==> src/rtl/dispatch_queue_if.sv <==
// Fetch-side push, downstream stall/flush and output-slot signals of dispatch_queue.
// master drives the fetch/control inputs; slave is the queue itself.
interface dispatch_queue_if #(
    parameter int DEPTH      = 8,
    parameter int INSN_WIDTH = 32,
    parameter int PC_WIDTH   = 64
);
    localparam int CNT_WIDTH = $clog2(DEPTH) + 1;

    logic                  in_fetch_done;
    logic [INSN_WIDTH-1:0] in_fetch_insnbits;
    logic [PC_WIDTH-1:0]   in_fetch_pc;
    logic                  in_stall;
    logic                  in_flush;
    logic                  out_fetch_stall;
    logic                  out_reg_done;
    logic [INSN_WIDTH-1:0] out_reg_insnbits;
    logic [PC_WIDTH-1:0]   out_reg_pc;
    logic [CNT_WIDTH-1:0]  out_count;
    logic                  out_overflow;

    modport master (
        output in_fetch_done, in_fetch_insnbits, in_fetch_pc, in_stall, in_flush,
        input  out_fetch_stall, out_reg_done, out_reg_insnbits, out_reg_pc,
               out_count, out_overflow
    );

    modport slave (
        input  in_fetch_done, in_fetch_insnbits, in_fetch_pc, in_stall, in_flush,
        output out_fetch_stall, out_reg_done, out_reg_insnbits, out_reg_pc,
               out_count, out_overflow
    );
endinterface

==> src/rtl/dispatch_queue.sv <==
// Circular instruction FIFO feeding a registered dispatch slot, with skid back-pressure and flush.
// Optional DISPATCH_QUEUE_BYPASS_EN: an empty queue loads a push straight into a free slot.
module dispatch_queue #(
    parameter int DEPTH      = 8,
    parameter int INSN_WIDTH = 32,
    parameter int PC_WIDTH   = 64,
    parameter int SKID       = 1
) (
    input logic             in_clk,
    input logic             in_rst_n,
    dispatch_queue_if.slave bus
);
    localparam int PTR_W = $clog2(DEPTH);
    localparam int CNT_W = PTR_W + 1;
    localparam logic [CNT_W-1:0] FULL     = CNT_W'(DEPTH);
    localparam logic [CNT_W-1:0] STALL_AT = CNT_W'(DEPTH - SKID);

    logic [INSN_WIDTH-1:0] insn_mem [DEPTH];
    logic [PC_WIDTH-1:0]   pc_mem   [DEPTH];

    logic [PTR_W-1:0]      head;
    logic [PTR_W-1:0]      tail;
    logic [CNT_W-1:0]      count;
    logic                  slot_done;
    logic [INSN_WIDTH-1:0] slot_insn;
    logic [PC_WIDTH-1:0]   slot_pc;
    logic                  fetch_stall;
    logic                  overflow;

    logic                  slot_free;
    logic                  pop;
    logic                  bypass;
    logic                  push;
    logic                  drop;
    logic [CNT_W-1:0]      count_next;

    // NOTE: every signal gets a default at the top of always_comb so no path leaves it unassigned (no latch).
    always_comb begin
        slot_free  = !slot_done || !bus.in_stall;
        pop        = slot_free && (count != '0);
        bypass     = 1'b0;
`ifdef DISPATCH_QUEUE_BYPASS_EN
        bypass     = slot_free && (count == '0) && bus.in_fetch_done && !bus.in_flush;
`endif
        // A full queue still accepts a push when the head leaves on the same edge.
        push       = bus.in_fetch_done && !bypass && ((count != FULL) || pop);
        drop       = bus.in_fetch_done && (count == FULL) && !pop;
        count_next = count + CNT_W'(push) - CNT_W'(pop);
    end

    // NOTE: sequential state uses non-blocking assignments so all registers update from pre-edge values.
    always_ff @(posedge in_clk or negedge in_rst_n) begin
        if (!in_rst_n) begin
            head        <= '0;
            tail        <= '0;
            count       <= '0;
            slot_done   <= 1'b0;
            slot_insn   <= '0;
            slot_pc     <= '0;
            fetch_stall <= 1'b0;
            overflow    <= 1'b0;
        end else if (bus.in_flush) begin
            head        <= '0;
            tail        <= '0;
            count       <= '0;
            slot_done   <= 1'b0;
            fetch_stall <= 1'b0;
            overflow    <= 1'b0;
        end else begin
            if (pop) begin
                slot_insn <= insn_mem[head];
                slot_pc   <= pc_mem[head];
                slot_done <= 1'b1;
                head      <= head + 1'b1;
            end else if (bypass) begin
                slot_insn <= bus.in_fetch_insnbits;
                slot_pc   <= bus.in_fetch_pc;
                slot_done <= 1'b1;
            end else if (slot_free) begin
                slot_done <= 1'b0;
            end
            if (push) begin
                tail <= tail + 1'b1;
            end
            count       <= count_next;
            overflow    <= overflow | drop;
            fetch_stall <= (count_next >= STALL_AT);
        end
    end

    // NOTE: storage has no reset; entries are only read after being written, which keeps it a plain RAM.
    always_ff @(posedge in_clk) begin
        if (push && !bus.in_flush) begin
            insn_mem[tail] <= bus.in_fetch_insnbits;
            pc_mem[tail]   <= bus.in_fetch_pc;
        end
    end

    assign bus.out_fetch_stall  = fetch_stall;
    assign bus.out_reg_done     = slot_done;
    assign bus.out_reg_insnbits = slot_insn;
    assign bus.out_reg_pc       = slot_pc;
    assign bus.out_count        = count;
    assign bus.out_overflow     = overflow;
endmodule

==> src/flat_wrapper.sv <==
// flat-port wrapper written by rule: the top's interface ports become plain ports
module dispatch_queue_flat 
#(
    parameter int DEPTH      = 8,
    parameter int INSN_WIDTH = 32,
    parameter int PC_WIDTH   = 64,
    parameter int SKID       = 1
)
  (in_clk, in_rst_n, bus_in_fetch_done, bus_in_fetch_insnbits, bus_in_fetch_pc, bus_in_stall, bus_in_flush, bus_out_fetch_stall, bus_out_reg_done, bus_out_reg_insnbits, bus_out_reg_pc, bus_out_count, bus_out_overflow);
  dispatch_queue_if #(.DEPTH(DEPTH), .INSN_WIDTH(INSN_WIDTH), .PC_WIDTH(PC_WIDTH)) bus_i ();
  input logic in_clk;
  input logic in_rst_n;
  input wire logic [$bits(bus_i.in_fetch_done)-1:0] bus_in_fetch_done;
  input wire logic [$bits(bus_i.in_fetch_insnbits)-1:0] bus_in_fetch_insnbits;
  input wire logic [$bits(bus_i.in_fetch_pc)-1:0] bus_in_fetch_pc;
  input wire logic [$bits(bus_i.in_stall)-1:0] bus_in_stall;
  input wire logic [$bits(bus_i.in_flush)-1:0] bus_in_flush;
  output wire logic [$bits(bus_i.out_fetch_stall)-1:0] bus_out_fetch_stall;
  output wire logic [$bits(bus_i.out_reg_done)-1:0] bus_out_reg_done;
  output wire logic [$bits(bus_i.out_reg_insnbits)-1:0] bus_out_reg_insnbits;
  output wire logic [$bits(bus_i.out_reg_pc)-1:0] bus_out_reg_pc;
  output wire logic [$bits(bus_i.out_count)-1:0] bus_out_count;
  output wire logic [$bits(bus_i.out_overflow)-1:0] bus_out_overflow;
  assign bus_i.in_fetch_done = bus_in_fetch_done;
  assign bus_i.in_fetch_insnbits = bus_in_fetch_insnbits;
  assign bus_i.in_fetch_pc = bus_in_fetch_pc;
  assign bus_i.in_stall = bus_in_stall;
  assign bus_i.in_flush = bus_in_flush;
  assign bus_out_fetch_stall = bus_i.out_fetch_stall;
  assign bus_out_reg_done = bus_i.out_reg_done;
  assign bus_out_reg_insnbits = bus_i.out_reg_insnbits;
  assign bus_out_reg_pc = bus_i.out_reg_pc;
  assign bus_out_count = bus_i.out_count;
  assign bus_out_overflow = bus_i.out_overflow;
  dispatch_queue #(.DEPTH(DEPTH), .INSN_WIDTH(INSN_WIDTH), .PC_WIDTH(PC_WIDTH), .SKID(SKID)) u_core (.in_clk(in_clk), .in_rst_n(in_rst_n), .bus(bus_i));
endmodule
==> config.mk <==
export PLATFORM = sky130hd
export DESIGN_NAME = dispatch_queue_flat
export DESIGN_NICKNAME = d
export VERILOG_FILES = /design/src/rtl/dispatch_queue_if.sv /design/src/rtl/dispatch_queue.sv /design/src/flat_wrapper.sv
export SDC_FILE = /design/constraint.sdc
export NUM_CORES = 1
export LEC_CHECK = 0
export ABC_AREA = 1
export CELL_PAD_IN_SITES_DETAIL_PLACEMENT = 1
export CELL_PAD_IN_SITES_GLOBAL_PLACEMENT = 2
export CORE_MARGIN = 2
export CORE_UTILIZATION = 40
export CTS_CLUSTER_DIAMETER = 80
export DETAILED_ROUTE_END_ITERATION = 12
export PLACE_DENSITY = 0.78
export SYNTH_ARGS = -nofsm -noshare
export SYNTH_HDL_FRONTEND = slang
export SYNTH_SLANG_ARGS = --single-unit
==> constraint.sdc <==
create_clock -name in_clk -period 6.4 [get_ports in_clk]
set_input_delay 1.28 -clock in_clk [delete_from_list [all_inputs] [get_ports in_clk]]
set_output_delay 1.28 -clock in_clk [all_outputs]
set_load 0.02 [all_outputs]
Word level (Yosys, flattened, before mapping)
Memories as Yosys holds them, arrays and structs flattened. A register that Yosys moved wholly into a read port is not among the register bits.
Index checks and enable logic that the tools add are counted.
Storage, ports and cells
  bits in writable memories: 768
  output and inout port bits: 103
  flip-flop bits (word level): 13
  memories: 2
  input bits: 101
Cells by class
  $lt $le $gt $ge: 1
  add/sub/neg operators: 4
  muxes and demuxes: 12
  equal/unequal tests: 2
  bitwise logic cells: 2
  reduce and logical (&&, ||, !) cells: 18
Memories
  u_core.pc_mem: depth 8, bits a word 64, rd ports 1, clocked after Yosys merged registers in 1, wr ports 1, line dispatch_queue.sv:19  | logic [PC_WIDTH-1:0] pc_mem [DEPTH];
  u_core.insn_mem: depth 8, bits a word 32, rd ports 1, clocked after Yosys merged registers in 1, wr ports 1, line dispatch_queue.sv:18  | logic [INSN_WIDTH-1:0] insn_mem [DEPTH];
Operators by type and width (number)
  3-bit two-way mux: 4
  1-bit two-way mux: 7
  3-bit by 1-bit adder with 3-bit output (second input constant): 2
  1-bit zero test: 6
  1-bit logical AND: 5
  4-bit by 1-bit adder with 4-bit output: 1
  4-bit equality test (second input constant): 1
  4-bit by 3-bit >= comparator with 1-bit output (second input constant): 1
  4-bit two-way mux: 1
  4-bit != test (second input constant): 1
  2-bit nonzero test: 2
  4-bit nonzero test: 1
  4-bit by 1-bit subtractor with 4-bit output: 1
  3-bit nonzero test: 1
  1-bit logical OR: 2
  2-bit AND reduction: 1
  1-bit inverter: 1
  1-bit OR: 1

Longest topological paths before layout
Gate-level depths: netlist (run 1).
  depth after elaboration: 9
  mapped depth: 13
  gate-level depth less buffers: 13

Worst setup path before layout (run 1)
No wires, ideal clock.
  path kind: input-to-reg
  from: input bus_in_stall
  to: memory u_core.insn_mem[0][0], enable pin
  arrival: 5.797 ns
  stages on the path: 5
  buffers on the path: 0
  library setup time: 0.552 ns
  required time: 5.848 ns
  slack: 0.051 ns
  cells stage by stage: nand2_1 -> nand2_2 -> nand2_1 -> nand4_1 -> nor2_1
On the way
  longest elaborated chain between the ends: 8
RTL lines
  start, declared: line flat_wrapper.sv:16  | input wire logic [$bits(bus_i.in_stall)-1:0] bus_in_stall;
  1-bit zero test: line dispatch_queue.sv:39  | slot_free = !slot_done || !bus.in_stall;
  1-bit logical OR: line dispatch_queue.sv:39
  1-bit logical AND: line dispatch_queue.sv:40  | pop = slot_free && (count != '0);
  1-bit logical OR: line dispatch_queue.sv:46  | push = bus.in_fetch_done && !bypass && ((count != FULL) || pop);
  1-bit logical AND: line dispatch_queue.sv:46
  1-bit logical AND: line dispatch_queue.sv:93  | if (push && !bus.in_flush) begin
  1-bit two-way mux: line dispatch_queue.sv:93
  1-bit two-way mux (implied by the code): line dispatch_queue.sv:94  | insn_mem[tail] <= bus.in_fetch_insnbits;
  end, declared: line dispatch_queue.sv:18
No other way between the ends.

Worst setup path in the final report (run 1)
  from: input bus_in_flush
  to: memory u_core.pc_mem[4][20], enable pin
On the way
  longest elaborated chain between the ends: 4
RTL lines
  start, declared: line flat_wrapper.sv:17  | input wire logic [$bits(bus_i.in_flush)-1:0] bus_in_flush;
  1-bit zero test: line dispatch_queue.sv:93
  1-bit logical AND: line dispatch_queue.sv:93
  1-bit two-way mux: line dispatch_queue.sv:93
  1-bit two-way mux (implied by the code): line dispatch_queue.sv:95  | pc_mem[tail] <= bus.in_fetch_pc;
  end, declared: line dispatch_queue.sv:19
No other way between the ends.

==> results.cfg, run 1 <==
[global_routing]
antenna_found_initial = 9
grt_pass1_wl_um = 150000
grt_remaining_overflow = 0
grt_pass1_vias = 25400
grt_max_degree = 187
grt_usage = 0.209

[place]
place_ws_ps = 2100
routabilityCongestion = 0.712
dpl.cell_count = 4684
hpwlAfterDp_um = 52200
portBuffers = 203

[power_and_ir_drop]
ir_drop_v = 0.000351
p_switching_mw = 5.91
switching_share = 0.335
p_clk_frac = 0.317
p_comb_frac = 0.277
power.density_mw_per_mm2 = 412
power_frac_seq = 0.405
p_total_mw = 17.6
leakage_nw = 18.2
p_int_mw = 11.7

[setup_path]
required_ps = 6700
cp_max_fo = 24
cp.arrival_ps = 3850
critical_path_class = input pin to register
ff2ff_path_depth = 7
end_kind = register
start_kind = input pin

[clock_network]
clockBufferDepth = 3
cts_resized = 0
cts_sinks = 877
hold_buffers = 0
post_cts_buffers = 0
cts_tree = done
root_buffer = clkbuf_16
htree_levels = 3
cts_buffers = 96
path_clk_slew_ps = 60
clk_latency_ps = 640

[route]
drt.antenna.violating_nets = 0
drt-initial-drc-count = 1462
route.detailed.drc = 0
wirelength_um = 97300
routed_via_density = 4.94
dr_total_vias = 24000
wl_per_cell_um = 20.0
drt_pass1_iterations = 5

[timing]
fin_crit_ps = 3560
final.setup.tns_ps = 0
finalSetupViolations = 0
setup_ws_ps = 2840
maxSlewViolCount = 0
slew_headroom = 0.289
skew_ps = 24.6
post-route-period-util = 0.556
rsz0062_at_grt = false
final-hold-violation-count = 0
worst_pin_slew_ps = 1070
max_freq_mhz = 281

[floorplanning]
ios = 204
coreArea_mm2 = 0.0901
dieArea_mm2 = 0.0936
die_h_um = 306
core.rowCount = 110
start_util = 0.404
die_x_um = 306

[final_layout]
finalNonFillerCells = 4863
layout_common_cells = 1170 x nand2_1, 768 x edfxtp_1, 590 x inv_1
area_growth_pct = 17.5
multi_input_area_mm2 = 0.00767
register_area_mm2 = 0.0258
num-fill-cells = 9669
final_nets = 3715
layout_commonest_cell = nand2_1
drive_above_1_share = 0.0529

[min_path]
holdPathStages = 2
worstHoldPathType = register to register

[logic_synthesis]
synthCells = 3442
synth.avg_cell_area_um2 = 10.6
syn_nets = 3551
synth_cell_types = 24
yosys_warnings = 0
ys_ff_latch = 877
synth_area_leaders = edfxtp_1 63%, nand2_1 12%, nand3_1 8.1%
syn-cell-area_mm2 = 0.0365
yosysTopAreaCellShare = 0.632
synth-seq-area-share = 0.707
yosysTopAreaCell = edfxtp_1

[outcome]
status = finished clean

[flow_run]
max-cap-violations = 0
==> metal layers <==
layer  global-route usage  vias up  part of all wire
met3               0.0297      116             0.041
met1                0.280    12100              0.45
li1                     -    11400                 -
met5                    0        -           0.00042
met2                0.353      400              0.49
met4               0.0596        6             0.019
==> power by group through the flow <==
stage,registers [mW],clock network [mW],logic [mW]
global route,7.20,5.95,5.47
global placement,7.28,0,4.89
detailed placement,7.27,0,4.97
CTS,7.16,5.73,4.99
finish,7.14,5.60,4.89
floorplan,7.41,0,2.83
==> cells by family after synthesis <==
kind of cell,after synthesis,synth area share
DFF,877,0.707
AOI/OAI and AO/OA,7,0.00103
adders and majority gates,8,0.00295
and+or+nand+nor,1780,0.204
buffers and inverters,767,0.0840
xor gates and xnor gates,3,0.000721
==> path summary, 6_finish.rpt <==
check / start / slack, ps / end
max: bus_in_flush / 2840 / u_core.pc_mem[4][20]
min: u_core.bus.out_reg_pc[27] / 480 / u_core.bus.out_reg_pc[27]
max reg2reg: u_core.head[0] / 3110 / u_core.bus.out_reg_insnbits[11]
min reg2reg: u_core.bus.out_reg_pc[27] / 480 / u_core.bus.out_reg_pc[27]
max in group asynchronous: in_rst_n / 4230 / u_core.bus.out_reg_pc[26]
min in group asynchronous: in_rst_n / 640 / u_core.bus.out_fetch_stall
==> area by class of cell <==
cell class | instances | area share
Clock buffer | 139 | 0.0643
Tap cell | 1176 | 0.0344
Timing Repair Buffer | 236 | 0.0568
Inverter | 597 | 0.0528
Clock inverter | 36 | 0.00996
Multi-Input combinational cell | 1798 | 0.179
Antenna cell | 4 | 0.000234
Sequential cell | 877 | 0.602
==> per-stage QoR <==
step           area [µm²]  utilization  hold slack (ps)
2_1_floorplan       36500            -              571
3_3_place_gp        39600        0.440              466
3_5_place_dp        39600        0.440              471
4_1_cts             42800        0.475              487
5_1_grt             42800        0.475              505
6_report            42800        0.475              480
==> synthesized netlist by cell type <==
master	n
ha_1	7
clkinv_1	1
buf_6	5
dfrtp_1	109
inv_1	590
nand2_2	1
nor2_4	1
fa_1	1
xor2_1	3
inv_2	5
buf_4	7
buf_1	25
inv_4	1
a21boi_1	1
nand4_1	4
nor3b_1	1
a21oi_1	1
edfxtp_1	768
clkbuf_1	39
o21ai_0	5
buf_2	94
nor2_1	15
nand3_1	588
nand2_1	1170
==> worst max-delay path: stages <==
cell and delay [ps]:
clkdlybuf4s50_1 590, clkinv_1 240, nand4_1 440, nor2_4 840, buf_4 430
==> flip-flops by register name, summed over array words and instances, names as in the netlist <==
register                     flops
u_core.bus.out_count             4
u_core.bus.out_fetch_stall       1
u_core.bus.out_overflow          1
u_core.bus.out_reg_done          1
u_core.bus.out_reg_insnbits     32
u_core.bus.out_reg_pc           64
u_core.head                      3
u_core.insn_mem                256
u_core.pc_mem                  512
u_core.tail                      3
Note: power is estimated with default switching activity, not from simulation.
==> run 2, diff against run 1 <==
--- a/config.mk
+++ b/config.mk
@@ -9,10 +9,10 @@
 export CELL_PAD_IN_SITES_DETAIL_PLACEMENT = 1
 export CELL_PAD_IN_SITES_GLOBAL_PLACEMENT = 2
 export CORE_MARGIN = 2
-export CORE_UTILIZATION = 40
+export CORE_UTILIZATION = 36
 export CTS_CLUSTER_DIAMETER = 80
 export DETAILED_ROUTE_END_ITERATION = 12
-export PLACE_DENSITY = 0.78
+export PLACE_DENSITY = 0.74
 export SYNTH_ARGS = -nofsm -noshare
 export SYNTH_HDL_FRONTEND = slang
 export SYNTH_SLANG_ARGS = --single-unit
==> constraint.sdc (replaced) <==
create_clock -name in_clk -period 3.08 [get_ports in_clk]
set_input_delay 0.616 -clock in_clk [delete_from_list [all_inputs] [get_ports in_clk]]
set_output_delay 0.616 -clock in_clk [all_outputs]
set_load 0.02 [all_outputs]
==> run 2 against run 1 <==
Critical path depth down 4. Utilization down 4.0 points. Critical path type is now register to output port. Largest power group unchanged. First-iteration DRC count down 1.0%. Sequential power up 100%. Critical endpoint is now bus_out_reg_insnbits[11]. Largest cell class unchanged.
==> results.cfg, run 2 (same netlist as run 1, synthesis figures left out) <==
[outcome]
status = finished clean

[global_routing]
grt_usage = 0.195
grt_remaining_overflow = 0
grt_max_degree = 139
antenna_found_initial = 4
grt_pass1_vias = 25600
grt_pass1_wl_um = 154000

[clock_network]
root_buffer = clkbuf_16
post_cts_buffers = 0
cts_buffers = 96
hold_buffers = 1
cts_tree = done
clk_latency_ps = 660
path_clk_slew_ps = 60
cts_resized = 0
htree_levels = 3
cts_sinks = 877
clockBufferDepth = 3

[route]
dr_total_vias = 24000
drt.antenna.violating_nets = 0
drt-initial-drc-count = 1447
route.detailed.drc = 0
wl_per_cell_um = 19.7
wirelength_um = 99800
drt_pass1_iterations = 5
routed_via_density = 4.72

[setup_path]
critical_path_class = register to output port
ff2ff_path_depth = 6
reg2reg_to = u_core.insn_mem[5][5]
regToRegStartpoint = u_core.bus.out_count[3]
slowest_delay_ps = 650
crit_buf_inv = 1
path_cells = clkdlybuf4s50_1
end_kind = output port
r2r_slack_ps = 760
cp.arrival_ps = 1780
startpoint = u_core.bus.out_reg_insnbits[11]
required_ps = 2460
worstSetupEndpoint = bus_out_reg_insnbits[11]
path_delay_family = buffers and inverters
cp_slowest_cell = clkdlybuf4s50_1
start_kind = register
cp_max_fo = 2
path_depth = 1

[timing]
maxSlewViolCount = 0
max_freq_mhz = 417
post-route-period-util = 0.779
rsz0062_at_grt = false
slew_headroom = 0.323
hold_ws_ps = 477
skew_ps = 14.7
worst_pin_slew_ps = 1020
final-hold-violation-count = 0
finalSetupViolations = 0
fin_crit_ps = 2400

[place]
hpwlAfterDp_um = 56300
portBuffers = 203
place_area_mm2 = 0.0404
routabilityCongestion = 0.725

[final_layout]
drive_above_1_share = 0.0640
largest_register = u_core.pc_mem
layout_common_cells = 1167 x nand2_1, 768 x edfxtp_1, 589 x inv_1
area_growth_pct = 19.6
layout_commonest_cell = nand2_1
final_nets = 3744
fin_area_mm2 = 0.0436
largest_reg_flops = 512

[floorplanning]
ios = 204
die_h_um = 322
die_x_um = 322
core.rowCount = 116
dieArea_mm2 = 0.104
start_util = 0.364
coreArea_mm2 = 0.100

[flow_run]
max-cap-violations = 0

[min_path]
worstHoldPathType = input pin to asynchronous set/reset pin

[power_and_ir_drop]
leakage_nw = 18.4
power.density_mw_per_mm2 = 852
ir_drop_v = 0.000600
-- run 2: cell count changes in the layout (fill, tap and decap cells not counted), sizes merged --
cell / delta
buf: +28
bufinv: -4
clkbuf: +6
clkinvlp: -1
diode: -2
dlygate4sd3: +1
inv: +4
-- run 2: final cells by class --
type	count	area, µm²
Timing Repair Buffer	265	2910
Multi-Input combinational cell	1798	7710
Clock inverter	35	367
Clock buffer	145	2840
Sequential cell	877	25800
Fill cell	10900	56700
Inverter	597	2270
Antenna cell	2	5.00
Tap cell	1357	1700
-- run 2: worst min-delay path by stage --
stage	to	slack [ps]	cells after the start
after global routing	u_core.bus.out_reg_insnbits[7]	500	2
after global placement	u_core.bus.out_reg_insnbits[27]	470	2
after floorplan	u_core.bus.out_count[0]	320	0
after CTS	u_core.bus.out_reg_pc[40]	480	2
after detailed placement	u_core.bus.out_reg_pc[32]	470	2
final	u_core.bus.out_reg_pc[40]	480	2
-- run 2: power by group --
group / leakage (nW) / switching (mW) / total (mW) / internal [mW]
clock network: 1.58 / 4.77 / 11.6 / 6.87
logic: 8.59 / 7.27 / 10.9 / 3.67
registers: 8.28 / 0.630 / 14.6 / 13.9
-- run 2: worst reg2reg max path, stage by stage (launching register included) --
cell,delay [ps]
dfrtp_2,410
ha_2,180
nor3b_4,150
a21boi_1,230
nand2_2,220
nor2_4,440
buf_12,310
-- run 2: through the flow --
stage	instances	total power [mW]	setup WS [ps]	utilization	TNS (ps)
2_1_floorplan	3442	21.3	-158	-	-55360
3_3_place_gp	4893	25.9	248	0.403	0
3_5_place_dp	4893	26.0	221	0.403	0
4_1_cts	5074	37.8	616	0.435	0
5_1_grt	5074	39.3	611	0.435	0
6_report	5076	37.1	681	0.435	0
-- run 2: metal layers --
layer,vias up,global-route usage,share of wire
met4,6,0.0576,0.024
met5,-,0,0.00044
met2,386,0.330,0.49
li1,11500,-,-
met3,128,0.0274,0.035
met1,12000,0.261,0.45
